<file path="src/rtl/ext_bus_ctrl.sv">
// Multiplexed address/data pad-bus master. It latches the address in two phases and runs
// BEATS data beats with wait states, byte-lane write strobes and optional WEb clock gating.
//
// state | meaning
// IDLE  | ready, waiting for a core request
// ALO   | drive low address half, pulse le_lo
// AHI   | drive high address half, pulse le_hi (beat 0 or low-half carry)
// DATA  | data phase, cfg_wait+1 cycles
// REC   | strobe recovery / read turnaround
// DONE  | one-cycle completion pulse
module ext_bus_ctrl #(
  parameter int BUS_W  = 16,
  parameter int BEATS  = 2,
  parameter int WAIT_W = 4
) (
  input  logic                         wb_clk_i,
  input  logic                         wb_rst_i,
  input  logic                         req_valid,
  output logic                         req_ready,
  input  logic                         req_we,
  input  logic [2*BUS_W-1:0]           req_addr,
  input  logic [BEATS*BUS_W-1:0]       req_wdata,
  input  logic [BEATS*(BUS_W/8)-1:0]   req_be,
  output logic                         rsp_valid,
  output logic [BEATS*BUS_W-1:0]       rsp_rdata,
  input  logic [WAIT_W-1:0]            cfg_wait,
  input  logic [1:0]                   cfg_we_mode,
  output logic [BUS_W-1:0]             bus_out,
  input  logic [BUS_W-1:0]             bus_in,
  output logic                         bus_dir,
  output logic                         le_lo,
  output logic                         le_hi,
  output logic                         OEb,
  output logic [BUS_W/8-1:0]           WEb
);
  localparam int NB     = BUS_W / 8;
  localparam int AW     = 2 * BUS_W;
  localparam int DW     = BEATS * BUS_W;
  localparam int BW     = BEATS * NB;
  localparam int BEAT_W = (BEATS > 1) ? $clog2(BEATS) : 1;
  localparam logic [BEAT_W-1:0] LAST_BEAT = BEAT_W'(BEATS - 1);

  typedef enum logic [2:0] {S_IDLE, S_ALO, S_AHI, S_DATA, S_REC, S_DONE} state_t;

  state_t            state_q, state_d;
  logic              we_q, we_d;
  logic [1:0]        mode_q, mode_d;
  logic [WAIT_W-1:0] wait_q, wait_d, cnt_q, cnt_d;
  logic [DW-1:0]     wdata_q, wdata_d, rdata_q, rdata_d;
  logic [BW-1:0]     be_q, be_d;
  logic [AW-1:0]     baddr_q, baddr_d, baddr_inc;
  logic [BEAT_W-1:0] beat_q, beat_d;
  logic              carry_q, carry_d;
  logic [BUS_W-1:0]  wdata_beat;
  logic [NB-1:0]     be_beat, web_lvl, web_gated;

  always_ff @(posedge wb_clk_i) begin
    if (wb_rst_i) begin
      state_q <= S_IDLE;
      we_q    <= 1'b0;
      mode_q  <= '0;
      wait_q  <= '0;
      cnt_q   <= '0;
      wdata_q <= '0;
      rdata_q <= '0;
      be_q    <= '0;
      baddr_q <= '0;
      beat_q  <= '0;
      carry_q <= 1'b0;
    end else begin
      state_q <= state_d;
      we_q    <= we_d;
      mode_q  <= mode_d;
      wait_q  <= wait_d;
      cnt_q   <= cnt_d;
      wdata_q <= wdata_d;
      rdata_q <= rdata_d;
      be_q    <= be_d;
      baddr_q <= baddr_d;
      beat_q  <= beat_d;
      carry_q <= carry_d;
    end
  end

  always_comb begin
    state_d = state_q;
    we_d    = we_q;
    mode_d  = mode_q;
    wait_d  = wait_q;
    cnt_d   = cnt_q;
    wdata_d = wdata_q;
    rdata_d = rdata_q;
    be_d    = be_q;
    baddr_d = baddr_q;
    beat_d  = beat_q;
    carry_d = carry_q;

    req_ready = 1'b0;
    rsp_valid = 1'b0;
    bus_out   = '0;
    bus_dir   = 1'b0;
    le_lo     = 1'b0;
    le_hi     = 1'b0;
    OEb       = 1'b1;
    WEb       = '1;

    wdata_beat = wdata_q[int'(beat_q)*BUS_W +: BUS_W];
    be_beat    = be_q[int'(beat_q)*NB +: NB];
    baddr_inc  = baddr_q + AW'(NB);
    web_lvl    = ~be_beat;
    // Only the strobe timing is gated by the clock phase; lanes with be=0 stay high.
    case (mode_q)
      2'b01:   web_gated = web_lvl | {NB{wb_clk_i}};
      2'b10:   web_gated = web_lvl | {NB{~wb_clk_i}};
      default: web_gated = web_lvl;
    endcase

    case (state_q)
      S_IDLE: begin
        req_ready = 1'b1;
        if (req_valid) begin
          we_d    = req_we;
          baddr_d = req_addr;
          wdata_d = req_wdata;
          be_d    = req_be;
          wait_d  = cfg_wait;
          mode_d  = cfg_we_mode;
          beat_d  = '0;
          state_d = S_ALO;
        end
      end
      S_ALO: begin
        bus_dir = 1'b1;
        bus_out = baddr_q[BUS_W-1:0];
        le_lo   = 1'b1;
        cnt_d   = wait_q;
        state_d = (beat_q == '0 || carry_q) ? S_AHI : S_DATA;
      end
      S_AHI: begin
        bus_dir = 1'b1;
        bus_out = baddr_q[AW-1:BUS_W];
        le_hi   = 1'b1;
        cnt_d   = wait_q;
        state_d = S_DATA;
      end
      S_DATA: begin
        if (we_q) begin
          bus_dir = 1'b1;
          bus_out = wdata_beat;
          WEb     = web_gated;
        end else begin
          OEb = 1'b0;
        end
        if (cnt_q == '0) begin
          if (!we_q) rdata_d[int'(beat_q)*BUS_W +: BUS_W] = bus_in;
          state_d = S_REC;
        end else begin
          cnt_d = cnt_q - 1'b1;
        end
      end
      S_REC: begin
        if (we_q) begin
          bus_dir = 1'b1;
          bus_out = wdata_beat;
        end
        if (beat_q == LAST_BEAT) begin
          state_d = S_DONE;
        end else begin
          beat_d  = beat_q + 1'b1;
          baddr_d = baddr_inc;
          carry_d = baddr_inc[BUS_W-1:0] < baddr_q[BUS_W-1:0];
          state_d = S_ALO;
        end
      end
      S_DONE: begin
        rsp_valid = 1'b1;
        state_d   = S_IDLE;
      end
      default: state_d = S_IDLE;
    endcase
  end

  assign rsp_rdata = rdata_q;

endmodule

</file>
<file path="config.mk">
export PLATFORM = sky130hd
export DESIGN_NAME = ext_bus_ctrl
export DESIGN_NICKNAME = d
export VERILOG_FILES = /design/src/rtl/ext_bus_ctrl.sv
export SDC_FILE = /design/constraint.sdc
export NUM_CORES = 1
export LEC_CHECK = 0
export CAP_MARGIN = 20
export CORE_AREA = 2 2 119 121
export DETAILED_ROUTE_END_ITERATION = 6
export DIE_AREA = 0 0 121 123
export PLACE_DENSITY_LB_ADDON = 0.05
export REMOVE_ABC_BUFFERS = 1
export SYNTH_ARGS = -nofsm -noshare
export SYNTH_HDL_FRONTEND = slang
export SYNTH_SLANG_ARGS = --single-unit
export TNS_END_PERCENT = 30
</file>
<file path="constraint.sdc">
create_clock -name wb_clk_i -period 2.2 [get_ports wb_clk_i]
set_input_delay 0.55 -clock wb_clk_i [delete_from_list [all_inputs] [get_ports wb_clk_i]]
set_output_delay 0.55 -clock wb_clk_i [all_outputs]
set_load 0.05 [all_outputs]
</file>
**Word-level counts from Yosys, hierarchy flattened**

Cells that the tools add are included.

- Bits in registers: 116
- Bits in latches: 0
- Memory bits (writable): 0
- Bits in read-only memories: 0
- Input port bits: 94
- Memories: 0

- Add/sub/neg operators: 4
- Multiply operators: 0
- Divide/modulo/power cells: 0
- Magnitude comparators: 1
- Eq/ne operators: 11
- Shift operators: 4
- Multiplexer cells: 26
- Bitwise gates (word level): 6
- Reductions and logical operators: 14

Operators by type and width:

| operator | number |
|---|---|
| two-way mux 32 bit | 2 |
| one-hot mux 32 bit (2 select lines) | 1 |
| one-hot mux 16 bit (3 select lines) | 1 |
| negation 5 -> 33 bit | 1 |
| variable shift 16 x 33 -> 32 bit, first input constant | 1 |
| indexed part select 16 x 33 -> 32 bit | 1 |
| adder 32 x 2 -> 32 bit, second input constant | 1 |
| bitwise mux 32 bit | 1 |
| indexed part select 32 x 6 -> 16 bit | 1 |
| < comparator 16 bit | 1 |
| two-way mux 16 bit | 1 |
| one-hot mux 3 bit (5 select lines) | 1 |
| AND reduction 2 bit | 5 |
| two-way mux 1 bit | 9 |
| two-way mux 3 bit | 3 |
| != test 2 bit, second input constant | 4 |
| one-hot mux 4 bit (2 select lines) | 1 |
| == test 3 x 2 -> 1 bit, second input constant | 2 |
| == test 3 bit, second input constant | 2 |
| AND reduction 3 bit | 2 |
| zero test 4 bit | 1 |
| two-way mux 2 bit | 2 |
| two-way mux 4 bit | 1 |
| bitwise OR 2 bit | 2 |
| 14 further kinds | 19 |

**Logic depth before layout (Yosys ltp)**

Gate-level depths: netlist of the first run.

- Depth after elaboration: 6
- Mapped depth: 12
- Gate-level depth less buffers: 10

==> flow_summary.ini, run 1 <==
[route]
highest_layer = met4
viasPerCell = 5.673
drt_iter0_drc = 491
wl_met1_um = 8668
ant_nets = 0
routedWlPerCell_um = 17.93
dr.pass1.iters = 5
via_count = 6507
routed-wl-met2_um = 9900
drc = 0
wl_met3_um = 1511
wl_um = 20570

[power_and_ir_drop]
p_switching_uw = 2211
combPwrFrac_pct = 24.7
pwr-share-clk_pct = 41.2
p_seq_share_pct = 34.0
power.leakage_uw = 0.003758
peakVddDrop_mv = 0.5306
p_int_uw = 4849
power_density_nw_per_um2 = 746.7
switching_share_pct = 31.31

[floorplanning]
initial_core_util_pct = 44.32
die-area_um2 = 14880
chipWidth_um = 121
rows = 43
die_y_um = 123
io_pins = 150
coreArea_um2 = 13610

[synthesis]
yosysSeqAreaShare_pct = 38.49
yosys_warnings = 0
synth_area_leader_cell = dfxtp_1
async_reset_ff_share_pct = 0
synth.area.top_cells = dfxtp_1 38%, nand2_1 9.6%, a21oi_1 7.8%
synth_top_area_share_pct = 38.49
synth.distinct_cells = 71
synth_edf_count = 0
synthCells = 762
ys_seq_elements = 116
synth_flop_cell = dfxtp_1
synth_common_cells = 154 x nand2_1, 116 x dfxtp_1, 94 x a21oi_1, 63 x nor2_1, 40 x mux2i_1
synth.avg_cell_area_um2 = 7.918
synth_area_um2 = 6033
synth.most_common_cell = nand2_1

[global_routing]
grt_max_degree = 38
grt_pass1_wl_um = 32290
antenna_found_initial = 0
grt_overflow = 0
grt_pass1_vias = 6376
grt_use_total_pct = 28.23

[placed_design]
place_inst = 1091
gp_congestion = 0.9542
port_buffers = 149
hpwl_um = 13140

[sta]
skew_ns = 0.007342
setup_viol = 23
whs_ns = 0.4525
timing_worst_slew_pin_value_ns = 0.5115
rsz0062_at_grt = true
hold_viol = 0
clock.fmax_ghz = 0.3938
period_needed_ns = 2.539
maxSlewViolCount = 0
slew_headroom_pct = 66.03
min_period_over_period_pct = 115.4
setup_slack_ns = -0.3394

[critical_path]
r2r_setup_slack_ns = 0.04
timing.rr.start = baddr_q[5]$_SDFFE_PP0P_
startpoint = state_q[0]$_SDFFE_PP0P_
crit_end = bus_out[9]
worstPathArrival_ns = 1.99
cp-end-kind = output pin
path_max_fanout = 5
critPathKind = flop to output pin
cp-start-kind = flop
timing.rr.end = carry_q$_SDFFE_PP0P_
worstPathRequired_ns = 1.65
rr_worst_depth = 10

[finish]
syn_to_final_growth_pct = 56.72
fillers = 1102
final_nets = 1059
utilization_pct = 69.46
seqCellArea_um2 = 2327
n_antenna_cell = 0
drive_above_1_share_pct = 22.54
multi_input_area_um2 = 3697
final_cells = 1147

[clock_tree]
hold_buffers = 0
cts_tree = done
clk_latency_ns = 0.54
clkTransAtPathRegs_ns = 0.06

[outcome]
violations = setup timing
status = finished, violations left

[hold_path]
min_path_type = flop to flop

[flow_run]
maxCapViolCount = 0
area by class of cell:
class | instances | share of cell area, %
Clock buffer | 23 | 5.875
Clock inverter | 15 | 1.403
Inverter | 18 | 0.7146
Multi-Input combinational cell | 568 | 39.10
Sequential cell | 116 | 24.61
Tap cell | 180 | 2.382
Timing Repair Buffer | 227 | 25.91
power groups by stage:
stage	sequential, uW	clock [uW]	combinational [uW]
after floorplan	2470	18.1	678
after global routing	2420	3050	1860
after detailed placement	2430	18.2	1510
after CTS	2400	2940	1700
after global placement	2420	18.2	1490
final	2400	2910	1750
worst max-delay path: stages, from the launching register on:
cell and delay (ns):
dfxtp_2 0.33, buf_6 0.13, nor3b_4 0.15, buf_6 0.14
buf_12 0.14, a22oi_2 0.27, o21ai_4 0.12, buf_12 0.16
per-stage QoR:
step / area [um^2] / total power, uW / TNS (ns) / worst slack [ns]
after floorplan: 5719 / 3163 / -126.35 / -2.011
after global placement: 8215 / 3926 / -1.182 / -0.5909
after detailed placement: 8215 / 3959 / -1.185 / -0.5909
after CTS: 9379 / 7036 / -5.801 / -0.3709
after global routing: 9455 / 7337 / -7.592 / -0.3630
final: 9455 / 7060 / -6.387 / -0.3394
registers in the layout (all words and copies together) (netlist names):
register   cells
we_q           1
be_q           4
cnt_q          4
state_q        3
wdata_q       32
baddr_q       32
beat_q         1
carry_q        1
mode_q         2
wait_q         4
rsp_rdata     32
timing repair:
action                                  in CTS  in global routing
gates cloned                                 3                  0
setup buffers                               18                  0
pin swaps                                   20                  3
resized for setup                          143                 15
endpoints found under the setup margin      57                 38
routing by layer:
metal,global-route usage [%],up-vias
met2,45.37,269
li1,-,3092
met3,9.317,56
met5,0,-
met4,11.12,0
met1,35.07,3090
kinds of logic after synthesis:
family	synth area share (%)
buffers and inverters	6.325
DFF	38.49
muxes	7.009
adders and majority gates	2.281
xor gates and xnor gates	0.8710
and+or+nand+nor	23.52
AOI/OAI and AO/OA	21.51
cells in the final DEF, fill, tap and decap left out, drive strengths merged, types with 4 or more instances in the layout:
| cell type | n |
|---|---|
| buf | 105 |
| dfxtp | 116 |
| nor3b | 5 |
| a21oi | 94 |
| clkinvlp | 4 |
| nor3 | 11 |
| nand2 | 154 |
| clkbuf | 21 |
| nor2 | 63 |
| clkdlybuf4s50 | 92 |
| and3 | 6 |
| inv | 21 |
| nor2b | 5 |
| o21a | 4 |
| mux2i | 40 |
| a31oi | 5 |
| clkinv | 7 |
| nor4 | 9 |
| o31ai | 5 |
| and4 | 4 |
| nand4 | 10 |
| a22oi | 19 |
| or3 | 4 |
| and2 | 4 |
| nand3 | 12 |
| o21ai | 31 |
| ha | 11 |
| a211oi | 17 |
| o22ai | 8 |
| xnor2 | 6 |
| dlygate4sd2 | 32 |
worst min-delay path by stage:
stage                                         start                         to  slack [ns]  depth (start not counted)
after global routing                       wb_rst_i    baddr_q[7]$_SDFFE_PP0P_        0.46                          2
after floorplan                be_q[2]$_SDFFE_PP0P_       be_q[2]$_SDFFE_PP0P_        0.43                          2
after detailed placement   wdata_q[22]$_SDFFE_PP0P_   wdata_q[22]$_SDFFE_PP0P_        0.45                          2
after global placement     wdata_q[13]$_SDFFE_PP0P_   wdata_q[13]$_SDFFE_PP0P_        0.44                          2
after CTS                                  wb_rst_i    baddr_q[7]$_SDFFE_PP0P_        0.45                          2
final                     rsp_rdata[6]$_SDFFE_PP0P_  rsp_rdata[6]$_SDFFE_PP0P_        0.45                          2
Power figures use the tool's default switching activity.
==> run 2, diff against run 1 <==
- clock period: 2.2 -> 2.33 ns (I/O delays scaled with it)
==> run 2 against run 1 <==
  * The flow still finishes with violations (setup timing)
  * Highest routed layer unchanged
  * Final cell count is 1.7% lower
  * Worst setup slack better by 0.043 ns
  * Final area is 0.91% lower
  * Combinational power is 12% lower
  * Clock skew is 0.0012 ns higher
==> flow_summary.ini, run 2 (synthesized netlist as in run 1, its figures left out) <==
[outcome]
status = finished, violations left
violations = setup timing

[clock_tree]
clkTransAtPathRegs_ns = 0.05
hold_buffers = 0
cts_tree = done
clk_latency_ns = 0.54

[finish]
multi_input_area_um2 = 3671
utilization_pct = 68.83
stdcell_area_um2 = 9369
final_cells = 1128
final_common_cell = nand2_1
drive_above_1_share_pct = 20.25
seqCellArea_um2 = 2331
syn_to_final_growth_pct = 55.29
final_nets = 1040
n_antenna_cell = 0
mostFrequentLayoutCells = 151 x nand2_1, 123 x clkdlybuf4s50_1, 111 x dfxtp_1, 94 x a21oi_1, 60 x nor2_1
fillers = 1093

[sta]
whs_ns = 0.4520
timing_worst_slew_pin_value_ns = 0.6229
maxSlewViolCount = 0
setup_slack_ns = -0.2962
slew_headroom_pct = 58.47
skew_ns = 0.008537
hold_viol = 0
setup_viol = 22
rsz0062_at_grt = true

[floorplanning]
io_pins = 150
chipWidth_um = 121
die-area_um2 = 14880
coreArea_um2 = 13610
initial_core_util_pct = 44.32
rows = 43
die_y_um = 123

[route]
ant_nets = 0
viasPerCell = 5.587
via_count = 6302
drc = 0
dr.pass1.iters = 5
routedWlPerCell_um = 17.32
wl_um = 19530
drt_iter0_drc = 576

[critical_path]
timing.rr.end = carry_q$_SDFFE_PP0P_
cp-start-kind = clock port
crit_top_cell = clkbuf_16
cpMaxStageDelayCell = o211a_4
cp-end-kind = output pin
rr_worst_depth = 10
critPathKind = clock port to output pin
r2r_setup_slack_ns = 0.06
path_cells = clkbuf_16, xnor2_4, o211a_4, clkbuf_16, nand2_8, buf_8
worstPathArrival_ns = 2.04
worstPathRequired_ns = 1.75
path_max_fanout = 2
worst_path_largest_cell_delay_ns = 0.26
timing.rr.start = baddr_q[5]$_SDFFE_PP0P_

[hold_path]
min_path_type = flop to flop
min_to = wdata_q[25]$_SDFFE_PP0P_
min_delay_path_depth = 2
hold_start = wdata_q[25]$_SDFFE_PP0P_

[power_and_ir_drop]
power_density_nw_per_um2 = 743.7
peakVddDrop_mv = 0.5277
power.leakage_uw = 0.003530

[global_routing]
grt_pass1_vias = 6139
antenna_found_initial = 0
grt_pass1_wl_um = 31090
grt_overflow = 0
grt_max_degree = 38
grt_use_total_pct = 27.19

[placed_design]
dpl_cell_area_um2 = 8088
hpwl_um = 13060
gp_congestion = 0.9150
place_inst = 1079
port_buffers = 149

[flow_run]
maxCapViolCount = 0
==> run 2: worst max path at each step <==
stage | startpoint | endpoint | slack, ns | cells past startpoint
2_1_floorplan | state_q[0]$_SDFFE_PP0P_ | bus_out[0] | -1.91 | 3
3_3_place_gp | wb_clk_i | WEb[1] | -0.56 | 4
3_5_place_dp | wb_clk_i | WEb[0] | -0.56 | 4
4_1_cts | wb_clk_i | WEb[1] | -0.35 | 6
5_1_grt | wb_clk_i | WEb[0] | -0.32 | 6
6_report | wb_clk_i | WEb[1] | -0.30 | 6
==> run 2: timing repair <==
item                       in CTS  in global routing
setup endpoints to repair      24                 25
pin swaps                      16                 14
resized for setup              97                 21
cloned                          3                  0
hold endpoints to repair        0                  0
buffers inserted                9                  2
==> run 2: layout make-up <==
class,count,area share [%]
clock buffer,23,5.929
inverter,18,0.7212
sequential,116,24.88
multi-input combinational,568,39.18
tap,180,2.404
timing repair buffer,208,24.57
clock inverter,15,2.310
==> run 2: critical path, delay by kind of cell <==
kind	cells	cell delay, ns
buffers and inverters	3	0.43
xor gates and xnor gates	1	0.14
AOI/OAI and AO/OA	1	0.26
and+or+nand+nor	1	0.05
==> run 2: power breakdown <==
group | internal (uW) | switching, uW | total (uW)
Combinational | 721 | 816 | 1540
Clock | 2020 | 1130 | 3140
Sequential | 2140 | 153 | 2290
Total | 4870 | 2100 | 6970
==> run 2: metrics by stage <==
step | setup WS, ns | TNS, ns | power, uW
floorplan | -1.913 | -113.16 | 2987
global placement | -0.5584 | -1.117 | 3663
detailed placement | -0.5584 | -1.137 | 3696
CTS | -0.3497 | -4.844 | 6969
global route | -0.3203 | -5.334 | 7227
finish | -0.2962 | -3.966 | 6968
==> run 2: metal layers <==
metal / track usage [%] / wire, um / vias to the layer above / share of wire [%]
li1: - / - / 3059 / -
met1: 35.07 / 8611 / 2992 / 44
met2: 41.82 / 9139 / 215 / 47
met3: 8.164 / 1311 / 36 / 6.7
met4: 12.57 / 471 / 0 / 2.4
met5: 0 / 0 / - / 0
==> RTL edit (config.mk and constraints of run 2) <==
The 6 states of `state_t` get a one-hot encoding in 6 bits.
--- a/src/rtl/ext_bus_ctrl.sv
+++ b/src/rtl/ext_bus_ctrl.sv
@@ -40,7 +40,7 @@
   localparam int BEAT_W = (BEATS > 1) ? $clog2(BEATS) : 1;
   localparam logic [BEAT_W-1:0] LAST_BEAT = BEAT_W'(BEATS - 1);
 
-  typedef enum logic [2:0] {S_IDLE, S_ALO, S_AHI, S_DATA, S_REC, S_DONE} state_t;
+  typedef enum logic [5:0] {S_IDLE = 6'b000001, S_ALO = 6'b000010, S_AHI = 6'b000100, S_DATA = 6'b001000, S_REC = 6'b010000, S_DONE = 6'b100000} state_t;
 
   state_t            state_q, state_d;
   logic              we_q, we_d;
Formal check against the unedited RTL: no difference found for any inputs over 4 cycles, from zero or initial values and one cycle with wb_rst_i high; so few cycles prove little.
==> RTL edit against run 2 <==
  * Via count decreased by 1.0%
  * Die area unchanged
  * Sequential share of layout area increased by 0.57 points
  * Cell area increased by 0.11%
  * Wire length decreased by 1.2%
  * Core utilization increased by 0.074 points
  * Power decreased by 10%
  * The run still ends with negative setup slack left
  * Critical path type is now flop to output pin
  * Sequential cell count increased by 3
  * Synthesized area decreased by 1.5%
  * Worst setup slack got worse by 250 ps
==> RTL edit: results (changes against run 2) <==
* Failing checks: negative setup slack
- The HPWL reported at the end of detailed placement was 13200 um (+1.1%).
* Wirelength per Cell: 17.2 um (-0.65%)
* Minimum setup slack in the final design: -543 ps (-247 ps)
* Final setup fails: 24 (+9.1%)
* Static leakage: 0.00355 uW (+0.53%)
* Wire length of the first global-routing pass: 30600 um (-1.6%)
* DR pass1 iterations: 6 (+1)
* Slew at the pin with the worst max-slew slack: 536 ps (-87.1 ps)
- Distinct cells, synth: 65 (-8.5%)
* Top cell types by occurrence after synthesis: 119 x dfxtp_1, 113 x nand2_1, 76 x a21oi_1
- Vias in the first global route: 6307 (+2.7%)
* Reg2reg path depth: 9 (-1)
* Final TNS setup: -10740 ps (-6770 ps)
- The data arrival at the endpoint of the critical path came to 2290 ps (+250 ps).
- The total number of vias was 6236 (-1.0%).
- Layout cell share with drive strength beyond 1: 22.0% (+1.7 points)
- The area growth from synthesis to layout is 57.8%.
* Largest cells by area after synthesis: dfxtp_1 40%, mux2i_1 9.3%, nand2_1 7.1%
- The filler cell count in the final layout is 1119 (+2.4%).
- The pin count of the biggest net entering global routing was 71 (+87%).
- Routability congestion estimate: 0.886 (-3.1%)
* Post-Route Skew: 5.89 ps (-2.64 ps)
- The total number of nets in the final design was 1033 (-0.67%).
- The total track usage came to 26.5% (-0.65 points).
- Cell area after placement: 0.00828 mm2 (+2.4%)
- The run finished, with violations left.
- The setup slack of the most critical reg-to-reg path came to -40 ps (-100 ps).
## RTL edit: cell types whose count changed after synthesis, sizes merged, moves of 7 or more
| cell | delta |
|---|---|
| nand2 | -40 |
| a21oi | -18 |
| mux2i | +15 |
| buf | -9 |
| o21ai | +7 |
| o22ai | -7 |
## RTL edit: final timing paths
kind               from         end
max reg2reg  baddr_q[3]     carry_q
min          wdata_q[6]  wdata_q[6]
max          state_q[4]  bus_out[6]
min reg2reg  wdata_q[6]  wdata_q[6]
## RTL edit: kinds of logic after synthesis
kind of cell	count (synthesis)	synth area share [%]
AOI/OAI and AO/OA	193	20.0
xor gates and xnor gates	5	0.737
adders and majority gates	10	2.10
buffers and inverters	72	4.71
DFF	119	40.1
muxes	58	9.83
and+or+nand+nor	275	22.5
## RTL edit: worst max-delay path: stages (launching register included)
cell and delay [ps]:
dfxtp_2 330, or4_4 580, nor3b_4 240, buf_6 150
buf_12 130, a22oi_2 80, o21ai_2 100, buf_12 160
## RTL edit: power breakdown
part	internal (uW)	total (uW)	switching, uW
Clock	2050	3110	1060
Sequential	2150	2240	86.3
Combinational	436	887	451
Total	4640	6240	1600
## RTL edit: area by class of cell
class	instances	area share (%)
inverters	19	0.760
well taps	180	2.40
multi-input cells	541	37.5
clock inverters	13	2.07
repair buffers	224	25.3
flip-flops and latches	119	25.5
clock buffers	26	6.48
## RTL edit: metrics by stage
| step | std cells | setup WS (ps) | total power, uW | hold slack [ps] |
|---|---|---|---|---|
| CTS | 1120 | -559 | 6260 | 453 |
| finish | 1122 | -543 | 6240 | 452 |
| detailed placement | 1078 | -601 | 3130 | 446 |
| global route | 1122 | -603 | 6470 | 476 |
| global placement | 1078 | -601 | 3110 | 441 |
| floorplan | 679 | -2310 | 2660 | 428 |
## RTL edit: per-layer routing
layer / up-vias / wire (um) / GRT usage, %
met5: - / 0 / 0
met4: 0 / 462 / 14.0
met3: 32 / 1290 / 7.52
met2: 222 / 9390 / 42.9
met1: 2956 / 8160 / 32.1
li1: 3026 / - / -
## RTL edit: what timing repair did
action                                  CTS  global route
buffers inserted                          5             2
gates resized for setup                  69            17
gates cloned                              0             0
hold endpoints to repair                  0             0
pin swaps                                20             9
hold buffers                              0             0
endpoints found under the setup margin   28            29
